--- src/rtl/pow_pipe_pkg.sv ---
// Shared mode encodings and pipeline depth for the pow_pipe block.
package pow_pipe_pkg;

  typedef enum logic [1:0] {
    MODE_ID   = 2'd0,
    MODE_SQ   = 2'd1,
    MODE_CUBE = 2'd2,
    MODE_RSVD = 2'd3
  } mode_e;

  localparam int LATENCY = 3;

endpackage

--- src/rtl/pow_pipe_abs_split.sv ---
// Combinational sign/magnitude split of a signed operand.
module abs_split
  import pow_pipe_pkg::*;
#(
  parameter int WIDTH = 4
) (
  input  logic signed [WIDTH-1:0] a,
  output logic                    sign,
  output logic        [WIDTH-1:0] mag
);

  logic [WIDTH-1:0] a_u;

  // Unsigned negation keeps -2^(WIDTH-1) as 2^(WIDTH-1) instead of wrapping.
  always_comb begin
    a_u  = a;
    sign = a[WIDTH-1];
    mag  = sign ? -a_u : a_u;
  end

endmodule

--- src/rtl/pow_pipe.sv ---
// Three-stage signed identity/square/cube pipeline with a global stall.
module pow_pipe
  import pow_pipe_pkg::*;
#(
  parameter int WIDTH = 4,
  parameter int OW    = 3 * WIDTH
) (
  input  logic                    clk,
  input  logic                    rst,
  input  logic                    in_valid,
  output logic                    in_ready,
  input  logic signed [WIDTH-1:0] a,
  input  logic        [1:0]       mode,
  output logic                    out_valid,
  input  logic                    out_ready,
  output logic signed [OW-1:0]    c,
  output logic                    err
);

  function automatic logic signed [OW-1:0] pow_result(
    input mode_e              m,
    input logic               s,
    input logic [WIDTH-1:0]   mg,
    input logic [2*WIDTH-1:0] sq
  );
    logic [OW-1:0] id_u;
    logic [OW-1:0] sq_u;
    logic [OW-1:0] cube_u;
    logic [OW-1:0] r;
    id_u   = OW'(mg);
    sq_u   = OW'(sq);
    cube_u = id_u * sq_u;
    case (m)
      MODE_ID:   r = s ? -id_u : id_u;
      MODE_SQ:   r = sq_u;
      MODE_CUBE: r = s ? -cube_u : cube_u;
      default:   r = '0;
    endcase
    return r;
  endfunction

  logic               adv;
  logic               sign_p0;
  logic [WIDTH-1:0]   mag_p0;

  logic               vld_p1_d,  vld_p1_q;
  logic               sign_p1_d, sign_p1_q;
  logic [WIDTH-1:0]   mag_p1_d,  mag_p1_q;
  mode_e              mode_p1_d, mode_p1_q;

  logic               vld_p2_d,  vld_p2_q;
  logic               sign_p2_d, sign_p2_q;
  logic [WIDTH-1:0]   mag_p2_d,  mag_p2_q;
  logic [2*WIDTH-1:0] sq_p2_d,   sq_p2_q;
  mode_e              mode_p2_d, mode_p2_q;

  logic               vld_p3_d,  vld_p3_q;
  logic signed [OW-1:0] c_p3_d,  c_p3_q;
  logic               err_p3_d,  err_p3_q;

  abs_split #(.WIDTH(WIDTH)) u_abs (
    .a    (a),
    .sign (sign_p0),
    .mag  (mag_p0)
  );

  always_comb begin
    adv       = !vld_p3_q || out_ready;
    vld_p1_d  = vld_p1_q;
    sign_p1_d = sign_p1_q;
    mag_p1_d  = mag_p1_q;
    mode_p1_d = mode_p1_q;
    vld_p2_d  = vld_p2_q;
    sign_p2_d = sign_p2_q;
    mag_p2_d  = mag_p2_q;
    sq_p2_d   = sq_p2_q;
    mode_p2_d = mode_p2_q;
    vld_p3_d  = vld_p3_q;
    c_p3_d    = c_p3_q;
    err_p3_d  = err_p3_q;
    if (adv) begin
      // p0 -> p1: sign/magnitude split
      vld_p1_d  = in_valid;
      sign_p1_d = sign_p0;
      mag_p1_d  = mag_p0;
      mode_p1_d = mode_e'(mode);
      // p1 -> p2: square of the magnitude
      vld_p2_d  = vld_p1_q;
      sign_p2_d = sign_p1_q;
      mag_p2_d  = mag_p1_q;
      sq_p2_d   = (2*WIDTH)'(mag_p1_q) * (2*WIDTH)'(mag_p1_q);
      mode_p2_d = mode_p1_q;
      // p2 -> p3: signed, mode-selected result; bubbles leave c/err at zero
      vld_p3_d  = vld_p2_q;
      c_p3_d    = vld_p2_q ? pow_result(mode_p2_q, sign_p2_q, mag_p2_q, sq_p2_q) : '0;
      err_p3_d  = vld_p2_q && (mode_p2_q == MODE_RSVD);
    end
  end

  always_ff @(posedge clk or posedge rst) begin
    if (rst) begin
      vld_p1_q <= 1'b0;
      vld_p2_q <= 1'b0;
      vld_p3_q <= 1'b0;
      c_p3_q   <= '0;
      err_p3_q <= 1'b0;
    end else begin
      vld_p1_q <= vld_p1_d;
      vld_p2_q <= vld_p2_d;
      vld_p3_q <= vld_p3_d;
      c_p3_q   <= c_p3_d;
      err_p3_q <= err_p3_d;
    end
  end

  always_ff @(posedge clk) begin
    sign_p1_q <= sign_p1_d;
    mag_p1_q  <= mag_p1_d;
    mode_p1_q <= mode_p1_d;
    sign_p2_q <= sign_p2_d;
    mag_p2_q  <= mag_p2_d;
    sq_p2_q   <= sq_p2_d;
    mode_p2_q <= mode_p2_d;
  end

  assign in_ready  = adv;
  assign out_valid = vld_p3_q;
  assign c         = c_p3_q;
  assign err       = err_p3_q;

endmodule

--- config.mk ---
export PLATFORM = sky130hd
export DESIGN_NAME = pow_pipe
export DESIGN_NICKNAME = d
export VERILOG_FILES = /design/src/rtl/pow_pipe_pkg.sv /design/src/rtl/pow_pipe_abs_split.sv /design/src/rtl/pow_pipe.sv
export SDC_FILE = /design/constraint.sdc
export NUM_CORES = 1
export LEC_CHECK = 0
export ABC_AREA = 1
export ABC_CLOCK_PERIOD_IN_PS = 4500
export CAP_MARGIN = 20
export CORE_MARGIN = 4
export CORE_UTILIZATION = 43
export DETAILED_ROUTE_END_ITERATION = 16
export PLACE_DENSITY = 0.62
export SLEW_MARGIN = 30
export SYNTH_ARGS = -nofsm -noshare
export SYNTH_HDL_FRONTEND = slang
export SYNTH_SLANG_ARGS = --single-unit
--- constraint.sdc ---
create_clock -name clk -period 4.5 [get_ports clk]
set_input_delay 0.9 -clock clk [delete_from_list [all_inputs] [get_ports clk]]
set_output_delay 0.9 -clock clk [all_outputs]
set_load 0.1 [all_outputs]
==> metrics.md, run 1 <==
| Metric | Value |
|---|---|
| Worst min path class | `flop to flop` |
| Top Family by Delay on Critical Path | `adder cells` |
| WL/cell | `11.5 um` |
| Top-area cell type share of the netlist area | `approximately a fifth` |
| Die area | `0.00849 mm2` |
| Clk Latency, worst-skew pair | `approximately 0.28 ns` |
| Fin nets | `485` |
| ANT cells | `0` |
| GPL Wtd Cong | `0.835` |
| Vias in the first global route | `2,459` |
| Yosys warning total | `0` |
| Yosys top cell by area | `edfxtp_1` |
| Setup tns final | `0 ns` |
| Final hold vios | `0` |
| Chip height | `between 90 and 100 um` |
| FFs w/ async S/R, synth | `44.4%` |
| Max FO, Critical Path | `12` |
| Arrival time worst endpoint | `3.67 ns` |
| DR vias | `approximately 2,500` |
| Final setup viols | `0` |
| R2R Path End | `c[11]` |
| Worst path bufs/invs | `3` |
| TritonCTS Buffers | `5` |
| Mean post-synth cell area | `7.35 um2` |
| Worst Setup Start Kind | `flop` |
| Slew Limit Headroom | `around a third` |
| CP max stage cell | `edfxtp_1` |
| First-pass GRT wire length | `between 10 and 15 mm` |
| Row count | `30` |
| Setup CP Type | `flop to flop` |
| Synth Flop Type | `edfxtp_1` |
| Clock Sinks | `36` |
| GRT Overall Usage | `15.9%` |
| Flops & latches, synth | `36` |
| Max stage delay on crit path | `0.58 ns` |
| Clock buffer depth | `2` |
| Final Skew | `0.00432 ns` |
| Fmax | `290 MHz` |
| Fraction of layout cells with a size suffix above 1 | `5.91%` |
| Starting Density | `44.6%` |
| # Max-Cap Violations | `0` |
| Worst path cell trace | `nand2_1 > inv_1 > ha_1 > fa_1 > inv_1 > fa_1 > inv_1 > nor2_1 > nand2_1 > nor2_4 > nand3_2 > nor2_4 > nand3_2 > nand2_2 > nand2_1 > nand2_1 > nand3_1 > nand2_1 > nand2_1 > nand2_1` |
| Number of library cell types mapped by synthesis | `32` |
| Most frequent CP cell | `nand2_1` |
| Fin crit period | `3.45 ns` |
| Htree depth | `2` |
| Post-Synthesis Cells | `414` |
| Die span in x | `roughly 90 um` |
| # IOs | `25` |
| Avg Vias per Cell | `4.66` |
| Status | `completed` |
| Post-CTS Hold Buffers | `0` |
| CORE AREA | `0.00683 mm2` |
| HPWL Detailed | `4.99 mm` |
| Critical Path RT | `4.72 ns` |
| WHS Path Cells | `0` |
| Hold Path Sink | `mode_p2_q[0]` |
| Initial antenna violation count | `0` |
| Hold_sp | `mode_p1_q[0]` |
| Post-CTS sizing | `0` |
| EDFF count, synth | `20` |
| R2R setup slack | `1.05 ns` |
| Drc violations | `0` |
| Area delta synth->final | `14.3%` |
| Slew Limit Fails | `0` |
| RSZ-0062 raised after global routing | `no` |
| Setup bufs post-CTS | `0` |
| Worst r2r src | `mag_p2_q[0]` |
| Clock Root Buffer | `clkbuf_8` |
| Synth area leaders | `edfxtp_1 (20%), nand2_1 (16%), dfrtp_1 (13%), inv_1 (11%), ha_1 (10%)` |
| Post-Syn Area | `slightly above 0.003 mm2` |
| Antenna-violating nets left | `0` |
| CP endpoint kind | `flop` |
| Initial DRT Pass Iterations | `4` |
| CTS tree | `built` |
| 1st-iter DRT viols | `around 110` |
| FF-to-FF path depth | `20` |
| Total grt overflow | `0` |
| Final Cycle Share | `76.6%` |
| IO buf count | `24` |
| Seq/Total Area, Yosys | `about a third` |
| Slew @ Worst Pin | `0.969 ns` |
| Worst-path clk slew | `0.07 ns` |
| Final WL | `6.15 mm` |
| Largest net degree at the start of global routing | `25` |
how the worst max path moves through the flow:
stage | start | to | slack, ns | cells after the start
after floorplan | mag_p2_q[0] | c[11] | 1.29 | 20
after global placement | mag_p2_q[3] | c[10] | 1.10 | 21
after detailed placement | mag_p2_q[0] | c[11] | 1.05 | 20
after CTS | mag_p2_q[0] | c[11] | 1.03 | 20
after global routing | mag_p2_q[0] | c[10] | 0.73 | 18
final | mag_p2_q[0] | c[11] | 1.05 | 20
layout make-up:
type / instances / area, um2
sequential: 36 / 1000
tap: 96 / 120
timing repair buffer: 25 / 245
clock inverter: 2 / 35.0
multi-input combinational: 277 / 1650
clock buffer: 6 / 72.6
inverter: 94 / 353
fill: 703 / 3350
stage by stage:
step | hold slack (ns) | cells | util [%] | instance area (um2) | setup slack [ns]
2_1_floorplan | 0.400 | 416 | - | 3050 | 1.29
3_3_place_gp | 0.403 | 528 | 49.4 | 3370 | 1.10
3_5_place_dp | 0.413 | 528 | 49.4 | 3370 | 1.05
4_1_cts | 0.436 | 536 | 51.0 | 3480 | 1.03
5_1_grt | 0.436 | 536 | 51.0 | 3480 | 0.729
6_report | 0.429 | 536 | 51.0 | 3480 | 1.05
kinds of logic after synthesis:
kind of cell / count (synthesis) / share of synthesized area [%]
other: 1 / 0.123
buffers and inverters: 103 / 13.0
DFF: 36 / 32.9
adders and majority gates: 36 / 17.5
AOI/OAI and AO/OA: 38 / 7.03
and+or+nand+nor: 194 / 27.5
xor gates and xnor gates: 6 / 1.97
routing by layer:
metal / track usage [%] / wire (um) / vias up
li1: - / - / 1323
met1: 20.4 / 2880 / 1136
met2: 27.4 / 3050 / 35
met3: 3.36 / 177 / 4
met4: 3.84 / 49 / 0
met5: 0 / 0 / -
synthesized netlist by cell type (2+ instances only):
cell	instances
nand3_2	3
nand2_2	8
edfxtp_1	20
nand3_1	21
nand4_1	4
ha_1	25
fa_1	11
nor3_1	4
a21oi_1	12
nor2_1	20
inv_1	92
nand3b_1	2
clkbuf_1	6
nand2_1	128
xor2_1	2
o21ai_0	17
inv_2	2
a22o_1	4
buf_2	2
xnor2_1	3
nor2_4	2
dfrtp_1	16
cells in the final DEF (no fill, tap or decap):
| master | n |
|---|---|
| a21oi_1 | 12 |
| nand4_1 | 4 |
| o21bai_1 | 1 |
| nor3_1 | 4 |
| edfxtp_1 | 20 |
| a22o_1 | 4 |
| nand3_1 | 21 |
| clkinv_2 | 1 |
| nor2_2 | 1 |
| fa_1 | 11 |
| clkdlybuf4s50_1 | 23 |
| o211ai_1 | 1 |
| nor4_1 | 1 |
| buf_4 | 2 |
| bufinv_16 | 1 |
| nor2_1 | 20 |
| a31oi_1 | 1 |
| inv_1 | 92 |
| conb_1 | 3 |
| inv_2 | 2 |
| ha_1 | 25 |
| nor2_4 | 2 |
| clkbuf_8 | 5 |
| xnor2_2 | 1 |
| nand3b_1 | 2 |
| nand3_2 | 3 |
| nand2_2 | 8 |
| clkbuf_1 | 1 |
| dfrtp_1 | 16 |
| xor2_1 | 2 |
| nand2_1 | 128 |
| o21ai_0 | 17 |
| o31ai_1 | 1 |
| xnor2_1 | 3 |
| o21ai_1 | 1 |
registers in the layout, indices dropped and copies added (netlist names):
name / flops
vld_p1_q: 1
mode_p1_q: 2
vld_p2_q: 1
sign_p1_q: 1
mag_p2_q: 4
sign_p2_q: 1
err: 1
out_valid: 1
mag_p1_q: 4
c: 12
mode_p2_q: 2
sq_p2_q: 6
Power of run 1 is left out: the tool's default activity adds up to more than one toggle a clock period on the data nets, which glitch-free logic cannot reach.
==> run 2, diff against run 1 <==
--- a/config.mk
+++ b/config.mk
@@ -6,7 +6,7 @@
 export NUM_CORES = 1
 export LEC_CHECK = 0
 export ABC_AREA = 1
-export ABC_CLOCK_PERIOD_IN_PS = 4500
+export ABC_CLOCK_PERIOD_IN_PS = 3300
 export CAP_MARGIN = 20
 export CORE_MARGIN = 4
 export CORE_UTILIZATION = 43
==> constraint.sdc (replaced) <==
create_clock -name clk -period 3.3 [get_ports clk]
set_input_delay 0.66 -clock clk [delete_from_list [all_inputs] [get_ports clk]]
set_output_delay 0.66 -clock clk [all_outputs]
set_load 0.1 [all_outputs]
==> run 2 against run 1 <==
Wire length grew 7.1%. Critical path type unchanged. Highest routed layer unchanged. Sequential share of layout area shrank 3.3 points. Global-route usage shrank 0.095 points. Cell area grew 13%.
==> metrics.md, run 2 (synthesis results as in run 1) <==
| Metric | Value |
|---|---|
| Fin nets | `526 (+8.5%)` |
| ANT cells | `0 (unchanged)` |
| Arrival time worst endpoint | `3.44 ns (-0.23 ns)` |
| Max FFs per register | `12 (unchanged)` |
| Pre-CTS setup slack | `-0.0771 ns (-1.12 ns)` |
| Post-route insts no fill | `577 (+7.6%)` |
| Final Cycle Share | `98.7% (+22 points)` |
| Largest net degree at the start of global routing | `23 (-8.0%)` |
| Post-CTS Hold Buffers | `0 (unchanged)` |
| Critical Path RT | `3.48 ns (-1.24 ns)` |
| Clk Latency, worst-skew pair | `0.29 ns (about the same)` |
| Final setup margin | `0.0436 ns (-1.01 ns)` |
| Final WL | `6.59 mm (+7.1%)` |
| Fraction of layout cells with a size suffix above 1 | `26.2% (+20 points)` |
| Clock buffer depth | `2 (unchanged)` |
| Clock Root Buffer | `clkbuf_8` |
| CP endpoint kind | `flop` |
| Status | `completed` |
| DR vias | `2,724 (+9.0%)` |
| CTS tree | `built` |
| Antenna-violating nets left | `0 (unchanged)` |
| RSZ-0062 raised after global routing | `yes` |
| Placed cell count | `550 (+4.2%)` |
| Setup CP Type | `flop to flop` |
| Final Skew | `0.00814 ns (+0.00382 ns)` |
| Fin util | `57.5% (+6.6 points)` |
| Slew Limit Fails | `0 (unchanged)` |
| Area delta synth->final | `29.1%` |
| Vias in the first global route | `2,469 (+0.41%)` |
| Fin crit period | `3.26 ns (-0.193 ns)` |
| Worst min path class | `flop to flop` |
| 1st-iter DRT viols | `111 (-2.6%)` |
| Total grt overflow | `0 (unchanged)` |
| Most frequent cells in the layout | `nand2_1 (106), inv_1 (85), buf_4 (53), nand2_2 (28), edfxtp_1 (20)` |
| First-pass GRT wire length | `10.9 mm (-1.0%)` |
| Die area | `0.00849 mm2 (unchanged)` |
| Worst Setup Start Kind | `flop` |
| Htree depth | `2 (unchanged)` |
| Final hold vios | `0 (unchanged)` |
| HPWL Detailed | `5.13 mm (+2.8%)` |
| Avg Vias per Cell | `4.72 (+1.3%)` |
| TritonCTS Buffers | `5 (unchanged)` |
| Slew @ Worst Pin | `0.639 ns (-0.331 ns)` |
| # Max-Cap Violations | `0 (unchanged)` |
| Hold WS | `0.425 ns (-0.00369 ns)` |
| Commonest non-fill, non-tap cell in the layout | `nand2_1` |
| Max FO, Critical Path | `4 (-8)` |
| Initial antenna violation count | `0 (unchanged)` |
| Slew Limit Headroom | `57.1% (+22 points)` |
| WL/cell | `11.4 um (-0.52%)` |
| Final setup viols | `0 (unchanged)` |
| Row count | `30 (unchanged)` |
| Chip height | `92.1 um (unchanged)` |
| Worst-path clk slew | `0.08 ns (about the same)` |
| Clock Sinks | `36 (unchanged)` |
| Starting Density | `44.6% (unchanged)` |
| # IOs | `25 (unchanged)` |
| IO buf count | `24 (unchanged)` |
| GPL Wtd Cong | `0.868 (+4.0%)` |
| Fmax | `307 MHz (+5.9%)` |
| Drc violations | `0 (unchanged)` |
| CORE AREA | `0.00683 mm2 (unchanged)` |
| GRT Overall Usage | `15.8% (-0.095 points)` |
| Die span in x | `92.1 um (unchanged)` |
| Initial DRT Pass Iterations | `4 (unchanged)` |
run 2: per-layer routing:
layer  up-vias  track usage, %  part of all wire (%)
li1       1406               -                     -
met1      1271            20.6                    45
met2        40            26.8                    50
met3         7            2.71                   4.3
met4         0            4.83                   1.2
met5         -               0                     0
run 2: path summary, 6_finish.rpt:
kind	from	end	slack, ns	depth (start not counted)
setup / recovery	mag_p2_q[2]	c[7]	0.04	20
hold / removal	mode_p1_q[1]	mode_p2_q[1]	0.43	0
setup reg to reg	mag_p2_q[2]	c[7]	0.04	20
hold reg to reg	mode_p1_q[1]	mode_p2_q[1]	0.43	0
max in group asynchronous	rst	c[2]	2.16	2
min in group asynchronous	rst	vld_p1_q	0.74	2
run 2: cell type report:
type,instances,area (um2)
Fill cell,655,2900
Sequential cell,36,1000
Timing Repair Buffer,66,542
Multi-Input combinational cell,277,1830
Tap cell,96,120
Clock inverter,3,18.8
Inverter,94,353
Clock buffer,5,68.8
run 2: stage by stage:
stage,area (um2),TNS (ns)
after floorplan,3050,0
after detailed placement,3520,-0.209
after CTS,3650,0
after global routing,3930,-0.783
after global placement,3520,-0.0826
final,3930,0
run 2: critical path, stage by stage, from the launching register on:
cell and delay (ns):
edfxtp_1 0.45, buf_4 0.18, nand2_1 0.05, inv_1 0.05, fa_1 0.49, inv_1 0.05
fa_1 0.53, inv_1 0.06, ha_4 0.24, nand2_2 0.08, inv_1 0.05, nand2_2 0.07
nand3_2 0.09, nand2_1 0.08, nand2_2 0.08, buf_4 0.15, nor3_1 0.14, nand3b_1 0.12
nand3_1 0.07, nand2_1 0.06, nand2_1 0.05
run 2: repair_timing:
item / CTS / global route
buffers inserted: 4 / 15
pin swaps: 0 / 43
setup endpoints to repair: 4 / 8
resized for setup: 2 / 51
Power of run 2 is left out for the same reason.
==> run 3, diff against run 2 <==
--- a/config.mk
+++ b/config.mk
@@ -8,10 +8,10 @@
 export ABC_AREA = 1
 export ABC_CLOCK_PERIOD_IN_PS = 3300
 export CAP_MARGIN = 20
-export CORE_MARGIN = 4
+export CORE_MARGIN = 2
 export CORE_UTILIZATION = 43
 export DETAILED_ROUTE_END_ITERATION = 16
-export PLACE_DENSITY = 0.62
+export GPL_ROUTABILITY_DRIVEN = 0
 export SLEW_MARGIN = 30
 export SYNTH_ARGS = -nofsm -noshare
 export SYNTH_HDL_FRONTEND = slang
==> run 3 against run 2 <==
Sequential share of layout area increased by 0.50 points. Hold slack got worse by 0.00096 ns. Highest routed layer unchanged. Setup slack improved by 0.040 ns. Largest cell class unchanged. Cell area decreased by 1.9%. Fmax increased by 1.2%.
==> metrics.md, run 3 (synthesis results as in run 1) <==
| Metric | Value |
|---|---|
| Largest net degree at the start of global routing | `21 (-8.7%)` |
| Fin nets | `514 (-2.3%)` |
| ANT cells | `0 (unchanged)` |
| Max FO, Critical Path | `7 (+3)` |
| Die span in x | `88.1 um (-4.3%)` |
| Worst min path class | `flop to flop` |
| CTS tree | `built` |
| Final Skew | `0.00809 ns (-0.0000487 ns)` |
| Vias in the first global route | `2,433 (-1.5%)` |
| Critical Path RT | `3.49 ns (about the same)` |
| Fin crit period | `3.22 ns (-0.0402 ns)` |
| Fill cells | `664 (+1.4%)` |
| Drc violations | `0 (unchanged)` |
| Max FFs per register | `12 (unchanged)` |
| Slew Limit Fails | `0 (unchanged)` |
| CORE AREA | `0.00683 mm2 (unchanged)` |
| Area delta synth->final | `26.7%` |
| CP startpoint | `mag_p2_q[2]` |
| Avg Vias per Cell | `4.60 (-2.6%)` |
| CP endpoint kind | `flop` |
| DR vias | `2,598 (-4.6%)` |
| Die area | `0.00777 mm2 (-8.5%)` |
| TritonCTS Buffers | `5 (unchanged)` |
| Initial DRT Pass Iterations | `5 (+1)` |
| Slew @ Worst Pin | `0.594 ns (-0.0449 ns)` |
| Critical Path Sink | `c[11]` |
| Worst Setup Start Kind | `flop` |
| Most frequent cells in the layout | `nand2_1 (113), inv_1 (80), buf_4 (43), ha_1 (20), edfxtp_1 (20)` |
| Row count | `30 (unchanged)` |
| GRT Overall Usage | `17.1% (+1.3 points)` |
| Final WL | `6.35 mm (-3.6%)` |
| Antenna-violating nets left | `0 (unchanged)` |
| Htree depth | `2 (unchanged)` |
| Final Cycle Share | `97.5% (-1.2 points)` |
| Slew Limit Headroom | `60.4% (+3.3 points)` |
| Initial antenna violation count | `0 (unchanged)` |
| Clock Root Buffer | `clkbuf_8` |
| Status | `completed` |
| Clk Latency, worst-skew pair | `0.29 ns (about the same)` |
| # Max-Cap Violations | `0 (unchanged)` |
| Arrival time worst endpoint | `3.41 ns (-0.03 ns)` |
| IO buf count | `24 (unchanged)` |
| RSZ-0062 raised after global routing | `yes` |
| Setup CP Type | `flop to flop` |
| R2R setup slack | `0.08 ns (+0.04 ns)` |
| Total grt overflow | `0 (unchanged)` |
| Worst-path clk slew | `0.08 ns (about the same)` |
| 1st-iter DRT viols | `88 (-21%)` |
| R2R Path End | `c[11]` |
| Clock buffer depth | `2 (unchanged)` |
| Final setup viols | `0 (unchanged)` |
| Worst r2r src | `mag_p2_q[2]` |
| Fraction of layout cells with a size suffix above 1 | `24.1% (-2.1 points)` |
| Starting Density | `44.6% (unchanged)` |
| First-pass GRT wire length | `10.5 mm (-4.3%)` |
| Chip height | `88.1 um (-4.3%)` |
| Final hold vios | `0 (unchanged)` |
| # IOs | `25 (unchanged)` |
| FF-to-FF path depth | `19 (-5.0%)` |
| Fin util | `56.4% (-1.1 points)` |
| WL/cell | `11.2 um (-1.5%)` |
| Placed cell count | `546 (-0.73%)` |
| Commonest non-fill, non-tap cell in the layout | `nand2_1` |
| Post-CTS Hold Buffers | `0 (unchanged)` |
| HPWL Detailed | `5.03 mm (-2.0%)` |
| Clock Sinks | `36 (unchanged)` |
| Fmax | `311 MHz (+1.2%)` |
| Post-route insts no fill | `565 (-2.1%)` |
==> run 3: cell types whose count changed in the layout (fill, tap and decap cells not counted), moves of 5 or more <==
cell / before / now
nand2_1: 106 / 113
buf_4: 53 / 43
nand2_2: 28 / 19
inv_2: 9 / 14
inv_1: 85 / 80
==> run 3: worst min path at each step <==
stage                   endpoint  slack (ns)  cells after the start          from
floorplan           mode_p2_q[0]        0.40                      0  mode_p1_q[0]
global placement    mode_p2_q[1]        0.40                      0  mode_p1_q[1]
detailed placement  mode_p2_q[1]        0.41                      0  mode_p1_q[1]
CTS                 mode_p2_q[1]        0.43                      0  mode_p1_q[1]
global route        mode_p2_q[0]        0.45                      0  mode_p1_q[0]
finish                 sign_p2_q        0.42                      0     sign_p1_q
==> run 3: area by class of cell <==
cell class	count	area, um2	area share [%]
well taps	96	120	3.11
flip-flops and latches	36	1000	26.0
clock buffers	6	93.8	2.43
multi-input cells	277	1830	47.4
repair buffers	54	444	11.5
inverters	94	353	9.15
clock inverters	2	16.3	0.422
==> run 3: metrics by stage <==
step / area (um2) / hold slack, ns / setup WS [ns] / TNS (ns)
final: 3860 / 0.425 / 0.0837 / 0
after global routing: 3860 / 0.446 / -0.123 / -0.415
after CTS: 3650 / 0.428 / 0.00970 / 0
after detailed placement: 3490 / 0.406 / -0.0436 / -0.0862
after global placement: 3490 / 0.402 / -0.0136 / -0.0231
after floorplan: 3050 / 0.400 / 0.0885 / 0
==> run 3: critical path, cell delays in order, from the launching register on <==
cell      delay (ns)
edfxtp_1        0.49
nand2_1         0.12
inv_2           0.04
fa_1            0.54
inv_2           0.04
fa_1            0.51
inv_2           0.04
ha_4            0.24
buf_4           0.16
xnor2_4         0.15
nor2_4          0.12
nand3_2         0.10
nor2_4          0.11
nand3_2         0.07
nand2_2         0.08
nand3_1         0.08
nand3_1         0.08
nand2_1         0.05
nand2_1         0.06
nand2_1         0.04
==> run 3: repair_timing <==
| item | in CTS | in global routing |
|---|---|---|
| setup buffers | 1 | 10 |
| pin swaps | 1 | 38 |
| resized for setup | 7 | 45 |
| endpoints found under the setup margin | 4 | 7 |
==> run 3: layer usage <==
layer	wire length, um	GRT usage [%]	part of all wire (%)	up-vias
met3	149	3.02	2.3	10
met4	109	5.65	1.7	0
met1	3060	22.7	48	1172
met5	0	0	0	-
met2	3040	28.5	48	32
li1	-	-	-	1384
Power of run 3 is left out for the same reason.
